File: config.mk
export PLATFORM = sky130hd
export DESIGN_NAME = ctrl_combiner_db
export DESIGN_NICKNAME = d
export VERILOG_FILES = /design/src/rtl/ctrl_pkg.sv /design/src/rtl/ctrl_slot.sv /design/src/rtl/ctrl_combiner_db.sv
export SDC_FILE = /design/constraint.sdc
export NUM_CORES = 2
export LEC_CHECK = 0
export ABC_AREA = 0
export CORE_AREA = 3 3 409 411
export DETAILED_ROUTE_END_ITERATION = 8
export DIE_AREA = 0 0 412 414
export GPL_TIMING_DRIVEN = 0
export PLACE_DENSITY = 0.7
export SLEW_MARGIN = 20
export SYNTH_ARGS = -nofsm -noshare
export SYNTH_HDL_FRONTEND = slang
export SYNTH_SLANG_ARGS = --single-unit
File: constraint.sdc
create_clock -name clk -period 2.33 [get_ports clk]
set_input_delay 0.466 -clock clk [delete_from_list [all_inputs] [get_ports clk]]
set_output_delay 0.466 -clock clk [all_outputs]
set_load 0.03 [all_outputs]
File: src/rtl/ctrl_pkg.sv
`default_nettype none
// ============================================================================
// Module   : ctrl_pkg
// Purpose  : Shared constants and FSM state type for the double-buffered
//            control-word combiner (ctrl_combiner_db, ctrl_slot).
// Options  : none (CTRL_READBACK_EN is consumed by the modules, not here)
// Revision : 1.0 - initial release
// ============================================================================
package ctrl_pkg;

  // Default geometry: 64 channels of 16-bit control words.
  localparam int C_CH_COUNT = 64;
  localparam int C_DATA_W   = 16;
  localparam int C_ADDR_W   = 8;

  // Commit handshake states.
  //   ST_IDLE    : shadow and active banks agree
  //   ST_DIRTY   : shadow holds writes not yet committed
  //   ST_PENDING : commit accepted, waiting for the next frame boundary
  typedef enum logic [1:0] {
    ST_IDLE    = 2'd0,
    ST_DIRTY   = 2'd1,
    ST_PENDING = 2'd2
  } state_t;

endpackage : ctrl_pkg
`default_nettype wire

File: src/rtl/ctrl_slot.sv
`default_nettype none
// ============================================================================
// Module   : ctrl_slot
// Purpose  : One channel of the double buffer: a shadow register written by
//            the host and an active register loaded from the shadow on a
//            transfer. A write and a load on the same edge copy the old
//            shadow value into active while the new word lands in shadow.
// Options  : CTRL_READBACK_EN exposes the shadow word as o_shadow.
// Revision : 1.0 - initial release
// ============================================================================
module ctrl_slot
  import ctrl_pkg::*;
#(
  parameter int DATA_W = C_DATA_W
) (
  input  logic              clk,
  input  logic              rst_n,
  input  logic              i_wr_en,
  input  logic [DATA_W-1:0] i_wdata,
  input  logic              i_load,
  output logic [DATA_W-1:0] o_active
`ifdef CTRL_READBACK_EN
  ,
  output logic [DATA_W-1:0] o_shadow
`endif
);

  logic [DATA_W-1:0] r_shadow;
  logic [DATA_W-1:0] r_active;

  // Shadow register: captures host writes for this channel.
  always_ff @(posedge clk or negedge rst_n) begin
    if (!rst_n) begin
      r_shadow <= '0;
    end else if (i_wr_en) begin
      r_shadow <= i_wdata;
    end
  end

  // Active register: takes the pre-edge shadow value on a transfer.
  always_ff @(posedge clk or negedge rst_n) begin
    if (!rst_n) begin
      r_active <= '0;
    end else if (i_load) begin
      r_active <= r_shadow;
    end
  end

  assign o_active = r_active;
`ifdef CTRL_READBACK_EN
  assign o_shadow = r_shadow;
`endif

endmodule : ctrl_slot
`default_nettype wire

File: src/rtl/ctrl_combiner_db.sv
`default_nettype none
// ============================================================================
// Module   : ctrl_combiner_db
// Purpose  : Double-buffered bank of CH_COUNT control words. Host writes go to
//            a shadow bank; a commit arms a transfer that copies the whole
//            shadow bank to the active bank (combinedout) on the next
//            frame_tick, so outputs only change at waveform-period boundaries.
// Options  : CTRL_READBACK_EN adds rd_addr/rd_data, a registered read port
//            into the shadow bank.
// Revision : 1.0 - initial release
// ============================================================================
module ctrl_combiner_db
  import ctrl_pkg::*;
#(
  parameter int CH_COUNT = C_CH_COUNT,
  parameter int DATA_W   = C_DATA_W,
  parameter int ADDR_W   = C_ADDR_W
) (
  input  logic                       clk,
  input  logic                       rst_n,
  input  logic [DATA_W-1:0]          signal,
  input  logic [ADDR_W-1:0]          blockaddress,
  input  logic                       write,
  input  logic                       commit,
  input  logic                       frame_tick,
  output logic [CH_COUNT*DATA_W-1:0] combinedout,
  output logic                       commit_ack,
  output logic                       pending,
  output logic                       addr_err
`ifdef CTRL_READBACK_EN
  ,
  input  logic [ADDR_W-1:0]          rd_addr,
  output logic [DATA_W-1:0]          rd_data
`endif
);

  // One bit wider than the address so CH_COUNT == 2**ADDR_W is representable.
  localparam logic [ADDR_W:0] C_CH_LIMIT = (ADDR_W + 1)'(CH_COUNT);

  state_t            r_state;
  state_t            w_state_nxt;
  logic              w_transfer;
  logic              w_addr_ok;
  logic              w_wr_valid;
  logic              r_ack;
  logic              r_err;
  logic [DATA_W-1:0] w_active [CH_COUNT];

  assign w_addr_ok  = ({1'b0, blockaddress} < C_CH_LIMIT);
  assign w_wr_valid = write & w_addr_ok;

  // FSM state register.
  always_ff @(posedge clk or negedge rst_n) begin
    if (!rst_n) begin
      r_state <= ST_IDLE;
    end else begin
      r_state <= w_state_nxt;
    end
  end

  // Next-state and transfer decode. A write coinciding with the transfer is
  // left uncommitted in shadow, so the FSM returns to DIRTY rather than IDLE.
  always_comb begin
    w_state_nxt = r_state;
    w_transfer  = 1'b0;
    case (r_state)
      ST_IDLE: begin
        if (w_wr_valid) w_state_nxt = ST_DIRTY;
      end
      ST_DIRTY: begin
        if (commit) w_state_nxt = ST_PENDING;
      end
      ST_PENDING: begin
        if (frame_tick) begin
          w_transfer  = 1'b1;
          w_state_nxt = w_wr_valid ? ST_DIRTY : ST_IDLE;
        end
      end
      default: w_state_nxt = ST_IDLE;
    endcase
  end

  // Acknowledge is registered so it lines up with the updated combinedout;
  // addr_err is sticky until reset.
  always_ff @(posedge clk or negedge rst_n) begin
    if (!rst_n) begin
      r_ack <= 1'b0;
      r_err <= 1'b0;
    end else begin
      r_ack <= w_transfer;
      r_err <= r_err | (write & ~w_addr_ok);
    end
  end

  assign commit_ack = r_ack;
  assign pending    = (r_state == ST_PENDING);
  assign addr_err   = r_err;

`ifdef CTRL_READBACK_EN
  logic [DATA_W-1:0] w_shadow [CH_COUNT];
  logic [DATA_W-1:0] w_rd_word;
  logic [DATA_W-1:0] r_rd_data;
`endif

  generate
    for (genvar g = 0; g < CH_COUNT; g++) begin : g_slot
      localparam logic [ADDR_W-1:0] C_IDX = ADDR_W'(g);
      ctrl_slot #(
        .DATA_W (DATA_W)
      ) u_slot (
        .clk      (clk),
        .rst_n    (rst_n),
        .i_wr_en  (w_wr_valid && (blockaddress == C_IDX)),
        .i_wdata  (signal),
        .i_load   (w_transfer),
        .o_active (w_active[g])
`ifdef CTRL_READBACK_EN
        ,
        .o_shadow (w_shadow[g])
`endif
      );
    end
  endgenerate

  // Pack the active bank onto the flat output bus, channel k at k*DATA_W.
  always_comb begin
    combinedout = '0;
    for (int k = 0; k < CH_COUNT; k++) begin
      combinedout[k*DATA_W +: DATA_W] = w_active[k];
    end
  end

`ifdef CTRL_READBACK_EN
  // Readback select; addresses outside the bank match nothing and read 0.
  always_comb begin
    w_rd_word = '0;
    for (int k = 0; k < CH_COUNT; k++) begin
      if (rd_addr == ADDR_W'(k)) w_rd_word = w_shadow[k];
    end
  end

  // Readback output register: one-cycle latency from rd_addr.
  always_ff @(posedge clk or negedge rst_n) begin
    if (!rst_n) begin
      r_rd_data <= '0;
    end else begin
      r_rd_data <= w_rd_word;
    end
  end

  assign rd_data = r_rd_data;
`endif

endmodule : ctrl_combiner_db
`default_nettype wire

* Yosys cells after proc, flatten, opt, wreduce, memory -nomap -nowiden
Index checks and enable logic that the tools add are counted.
** Storage, ports and cells
- Bits in registers :: 2052
- Input bits :: 29
- Logic and storage cells :: 278
- Output and inout bits :: 1027
** Cells by class
- Reduce and logical (&&, ||, !) cells :: 67
- Magnitude comparators :: 1
- Multiplexer cells :: 7
- Equality and inequality tests :: 68
- Bitwise gates (word level) :: 4
** Operator list (number)
- == test 8 x 6 -> 1 bit, second input constant :: 32
- == test 8 x 5 -> 1 bit, second input constant :: 16
- == test 8 x 4 -> 1 bit, second input constant :: 8
- logical AND 1 bit :: 64
- == test 8 x 3 -> 1 bit, second input constant :: 4
- == test 8 x 2 -> 1 bit, second input constant :: 2
- == test 8 x 1 -> 1 bit, second input constant :: 1
- logical NOT 8 bit :: 1
- < comparator 8 x 7 -> 1 bit, second input constant :: 1
- two-way mux 2 bit :: 3
- != test 2 bit, second input constant :: 3
- one-hot mux 2 bit (3 select lines) :: 1
- two-way mux 1 bit :: 3
- AND reduction 3 bit :: 1
- bitwise AND 1 bit :: 2
- == test 2 x 1 -> 1 bit, second input constant :: 1
- == test 2 bit, second input constant :: 1
- logical NOT 2 bit :: 1
- inverter 1 bit :: 1
- bitwise OR 1 bit :: 1

* Depth between registers and ports, before layout
- Word-level depth :: 5
- Depth in mapped cells :: 6
- Mapped depth without buffers :: 4

* Modules after synthesis
A second synthesis with hierarchy kept.
** Second synthesis, totals
- Cells, all modules :: 4473
- Area, all modules :: 84066.9 µm²
** Modules (own cells, without submodules)
- ctrl_slot :: seq. area each 800.8 µm², area an instance 1298.7 µm², cells an instance 68, instances 64
- ctrl_combiner_db :: seq. area each 100.1 µm², area an instance 947.2 µm², cells an instance 121, instances 1

* Worst setup path before layout
Ideal clock, no wire load.
- Kind :: reg-to-reg
- Start :: register r_state[0]
- End :: register g_slot[10].u_slot.r_active[0]
- Library setup time :: 0.125 ns
- Required time :: 2.205 ns
- Buffers on the path :: 2
- Path slack :: 0.030 ns
- Arrival :: 2.175 ns
- Period minus slack after synthesis :: 2.300 ns
- Stages on the path, launching flop included :: 7
- Cells stage by stage :: dfrtp_1 -> nor2b_1 -> nand2_1 -> inv_2 -> clkbuf_1 -> buf_2 -> mux2_2
** Between the ends
- Cells in the longest elaborated chain, start to end :: 2
** RTL lines
- start, declared :: RTL line ctrl_combiner_db.sv:40 : state_t r_state;
- start signal, assigned :: RTL line ctrl_combiner_db.sv:57 : r_state <= w_state_nxt;
- == test 2 bit
- net pending :: RTL line ctrl_combiner_db.sv:28 : output logic pending,
- two-way mux 1 bit :: RTL line ctrl_combiner_db.sv:66 : case (r_state)
- end signal, assigned :: RTL line ctrl_slot.sv:45 : r_active <= r_shadow;
- end, declared :: RTL line ctrl_slot.sv:29 : logic [DATA_W-1:0] r_active;
The timed path passes the listed nets, and every way through them passes these cells.
A chain may end at the register's enable or synchronous reset.

* Final worst setup path
- Start :: input blockaddress[0]
- End :: register g_slot[15].u_slot.r_shadow[5]
** Between the ends
- Cells in the longest elaborated chain, start to end :: 3
- Elaborated cells on any way between the ends :: 4
- Classes of those cells :: order compare: 1; eq/ne: 1; bitwise: 1; reduce/logical: 1
** RTL lines
- start, declared :: RTL line ctrl_combiner_db.sv:22 : input logic [ADDR_W-1:0] blockaddress,
- < comparator 8 x 7 -> 1 bit :: RTL line ctrl_combiner_db.sv:49 : assign w_addr_ok = ({1'b0, blockaddress} < C_CH_LIMIT);
- bitwise AND 1 bit :: RTL line ctrl_combiner_db.sv:50 : assign w_wr_valid = write & w_addr_ok;
- logical AND 1 bit (*) :: RTL line ctrl_combiner_db.sv:113 : .i_wr_en (w_wr_valid && (blockaddress == C_IDX)),
- end signal, assigned :: RTL line ctrl_slot.sv:36 : r_shadow <= i_wdata;
- end, declared :: RTL line ctrl_slot.sv:28 : logic [DATA_W-1:0] r_shadow;
Every way passes the cells marked *; elsewhere a longest branch is shown, timed or not.

==> reports/summary.md <==
The tools report the worst max-slew margin expressed relative to the limit as 0.191. The synthesized design spends more area on one cell type than any other, namely dfrtp_1. The run gives 0 as the number of design rule violations left after detail routing. The tools report the capturing instance or port of the critical path as g_slot[15].u_slot.r_shadow[5]$_DFFE_PN0P_. The maximum cell stage delay along the critical path came out at 640 ps. Dividing the detail-routed wire length by the instance count gives 30.2 um. Each instance of the synthesized netlist takes up on average 17.0 sq um. H-tree depth reported by CTS: 4. STA classifies the critical path endpoint as a register. The number of cells traversed by the worst register-to-register path came out at 6.

In the synthesized netlist, the cells that appear most often are dfrtp_1, mux2_2, buf_2. The number of logic stages on the critical path including buffering was 6; the share of the synthesized area in the top cell type was 0.666. The flow ran to the end, but the final reports show violations. The clock arrives with 26.8 ps of skew. Synthesis produced a netlist with a net count of 4,559.

Placeable core area: 0.164 sq mm. Buffers inserted to repair hold after CTS numbered 10. From bottom edge to top edge, the die measures 414 um.

Counting flops with a built-in enable in the synthesized netlist gives 0. Once layout is done, the placed cells without fillers occupy 0.102 sq mm. The first TritonRoute pass finished after 5 iterations. The cell sitting at the root of the clock tree is a clkbuf_16.

The number of instances in the synthesized netlist is 4,530, and the number of endpoints with negative hold slack in the final report is 386. The global-route congestion overflow total came out at 0. The compound-gate portion of the synthesized area works out to 0.000276.

The critical path contains buffers and inverters numbering 3 combined. For this design the top-level I/O count stands at 1,056. The design draws 0.0817 W.

The clock-pin slew reported for the worst setup and hold paths after clock tree synthesis came out at 60 ps. From synthesis to final layout, the design area changed by 32.1%. The synthesized-area fraction occupied by and/or/nand/nor cells came out at 0.0142. The logs give 0.741 mV for the largest vdd supply drop and 0.171 sq mm for the die footprint.

Yosys attributes the largest share of cell area to dfrtp_1, mux2_2, buf_2. The final worst slack is -35.6 ps, and the remaining antenna violation count after routing is 0. The proportion of synthesized flip-flops having asynchronous set or reset came out at 1.00. The worst hold margin was -219 ps; the via count was 44,577.

The via count normalized by instance count is 5.39, and the initial core utilization is 0.469. The number of clock sinks is 2,052, and the overall global routing resource usage is 0.289. The dominant combinational cell family by area after synthesis is multiplexers. The detailed router finished its first iteration with 2,784 violations.

Fill cells in the final layout number 12,121. The multiplexer share of the synthesized area works out to 0.299. Setup repair after global routing could not meet its margin everywhere.

Data arrives at the worst endpoint at 3080 ps. The worst hold path belongs to the class primary input to async pin. The routed design has 250 mm of wire. On the critical path the largest part of the delay comes from buffers and inverters. TritonCTS built the clock tree.

After the last flow step, the layout net total stands at 5,933. The tool flagged a number of max-cap violations equal to 0. The first global-routing pass estimated 349 mm of wire.

The run gives 29 as the number of antenna violations at the first check in global routing. The half-perimeter wire length after placement is 179 mm, and the width of the die is 412 um. In this run the critical register-to-register path is captured at g_slot[36].u_slot.o_active[9]$_DFFE_PN0P_. In the post-synthesis netlist, the cell with the most instances is dfrtp_1. The critical path starts at blockaddress[0]. Adder-cell share of the synthesized area: 0. The clock passes through at most 3 buffers. TritonCTS created 205 clock buffers.

The sequential-to-total area share from yosys stat is 0.666. The analysis attributes to cell leakage a power of 67.1 nW. For the worst setup path, the data required time is 3040 ps. The setup path with the least slack is of type primary input to register.

The final critical-path share of the clock period is 1.02, and the peak clock frequency supported by timing is 423 MHz. The largest individual stage delay along the critical path comes from the cell nor4bb_2. In this run the cell area measured after placement is 0.0910 sq mm.

Number of warnings reported in the yosys synthesis log: 0. Across all register-to-register paths, the minimum setup slack is 10 ps. The worst register-to-register path begins at r_state[0]$_DFFE_PN0P_.

Number of endpoints failing setup at the final stage: 10. Kind of start point of the critical path: a primary input. The share of post-route cells with drive strength above 1 was 0.464. The congestion estimate from routability-driven global placement came to 0.830. The number of global-route vias before repair was 46,208; the largest driver fanout on the critical path was 10. Parity-gate share of the synthesized area counting xor and xnor cells: 0. Power spread over the standard cell area amounts to 802 mW/mm^2.

The number of different library cells used by synthesis comes to 37. The final reports fail on hold timing, setup timing. For the pin count of the biggest net entering global routing, the log shows 156.

The post-synth design cell area is 0.0771 sq mm, and the count of standard-cell rows is 149. The utilization after layout is 0.620. Counting flops and latches in the post-synthesis netlist gives 2,052.

In the synthesized netlist the dominant register cell turns out to be dfrtp_1. The number of max-slew violations in the final report came out at 0. For the pin with the worst max-slew slack, the measured transition is 1210 ps. The number of port buffers is 1,038, and the latest clock arrival within the worst-skew pair is 850 ps.

Subtracting the final worst setup slack from the clock period gives 2370 ps. Walking the worst path, the cells encountered are clkdlybuf4s50_1 -> clkbuf_1 -> nor4bb_2 -> nand3_4 -> buf_2 -> mux2_2.
==> where the power goes <==
group | switching [W] | internal, W | total (W) | leakage [nW]
clock network | 0.0140 | 0.0194 | 0.0334 | 3.42
logic | 0.00610 | 0.00368 | 0.00978 | 35.3
registers | 0.00100 | 0.0375 | 0.0385 | 28.4
==> logic make-up after synthesis <==
kind of cell / Yosys count
AOI/OAI and AO/OA: 4
buffers and inverters: 319
DFF: 2052
muxes: 2048
and+or+nand+nor: 107
==> per-stage QoR <==
| stage | setup TNS [ps] | instances | setup WS, ps |
|---|---|---|---|
| floorplan | 0 | 4530 | 30.4 |
| global placement | - | 7757 | -90390 |
| detailed placement | -3491050 | 7785 | -2150 |
| CTS | -339450 | 8182 | -320 |
| global route | -736 | 8265 | -78.3 |
| finish | -248 | 8271 | -35.6 |
==> repair_timing <==
action,in CTS,in global routing
hold endpoints to repair,203,386
gates resized for setup,139,1120
cloned,5,0
buffers inserted,3,83
pin swaps,4,24
setup endpoints to repair,3265,2649
==> layout by cell type, fill, tap and decap left out, types with 25 or more instances in the layout <==
cell type,netlist,final
clkinv_2,0,39
clkbuf_8,0,57
dlymetal6s2s_1,0,983
buf_2,136,94
clkbuf_1,124,149
buf_16,0,25
dfrtp_1,2052,2052
buf_4,18,103
mux2_2,2048,2048
clkbuf_4,0,60
clkbuf_16,0,210
==> routing by layer <==
| metal | GRT usage | wire length (um) | vias up |
|---|---|---|---|
| met2 | 0.464 | 119000 | 1313 |
| met1 | 0.358 | 97600 | 24040 |
| met3 | 0.0882 | 19400 | 430 |
| li1 | - | - | 18786 |
| met4 | 0.135 | 13800 | 8 |
| met5 | 0 | 57 | - |
==> worst reg2reg max path, delay by kind of cell (launching register included) <==
kind	cells	cell delay [ps]
buffers and inverters	3	980
AND/OR/NAND/NOR	2	440
flip-flops	1	410
multiplexers	1	370
==> registers in the layout, summed over array words and instances (netlist names) <==
name	cells
g_slot.u_slot.r_shadow	1024
addr_err	1
commit_ack	1
r_state	2
g_slot.u_slot.o_active	1024
==> worst min-delay path by stage <==
stage	slack (ps)	cells past startpoint	endpoint	from
after floorplan	170	0	addr_err$_DFF_PN0_	rst_n
after global placement	460	1	addr_err$_DFF_PN0_	addr_err$_DFF_PN0_
after detailed placement	380	1	g_slot[48].u_slot.o_active[9]$_DFFE_PN0P_	rst_n
after CTS	-170	3	g_slot[49].u_slot.o_active[11]$_DFFE_PN0P_	rst_n
after global routing	-150	3	g_slot[15].u_slot.o_active[7]$_DFFE_PN0P_	rst_n
final	-220	3	g_slot[48].u_slot.o_active[11]$_DFFE_PN0P_	rst_n
==> cell type report <==
cell class / count / area [sq um] / share of cell area
tap: 2189 / 2740 / 0.0269
multi-input combinational: 2159 / 24400 / 0.240
buffer: 315 / 1820 / 0.0178
inverter: 4 / 22.5 / 0.000221
antenna: 6 / 15.0 / 0.000147
clock buffer: 314 / 6220 / 0.0610
sequential: 2052 / 51300 / 0.504
timing repair buffer: 1167 / 14600 / 0.144
clock inverter: 65 / 693 / 0.00680
Power figures use the tool's default switching activity.
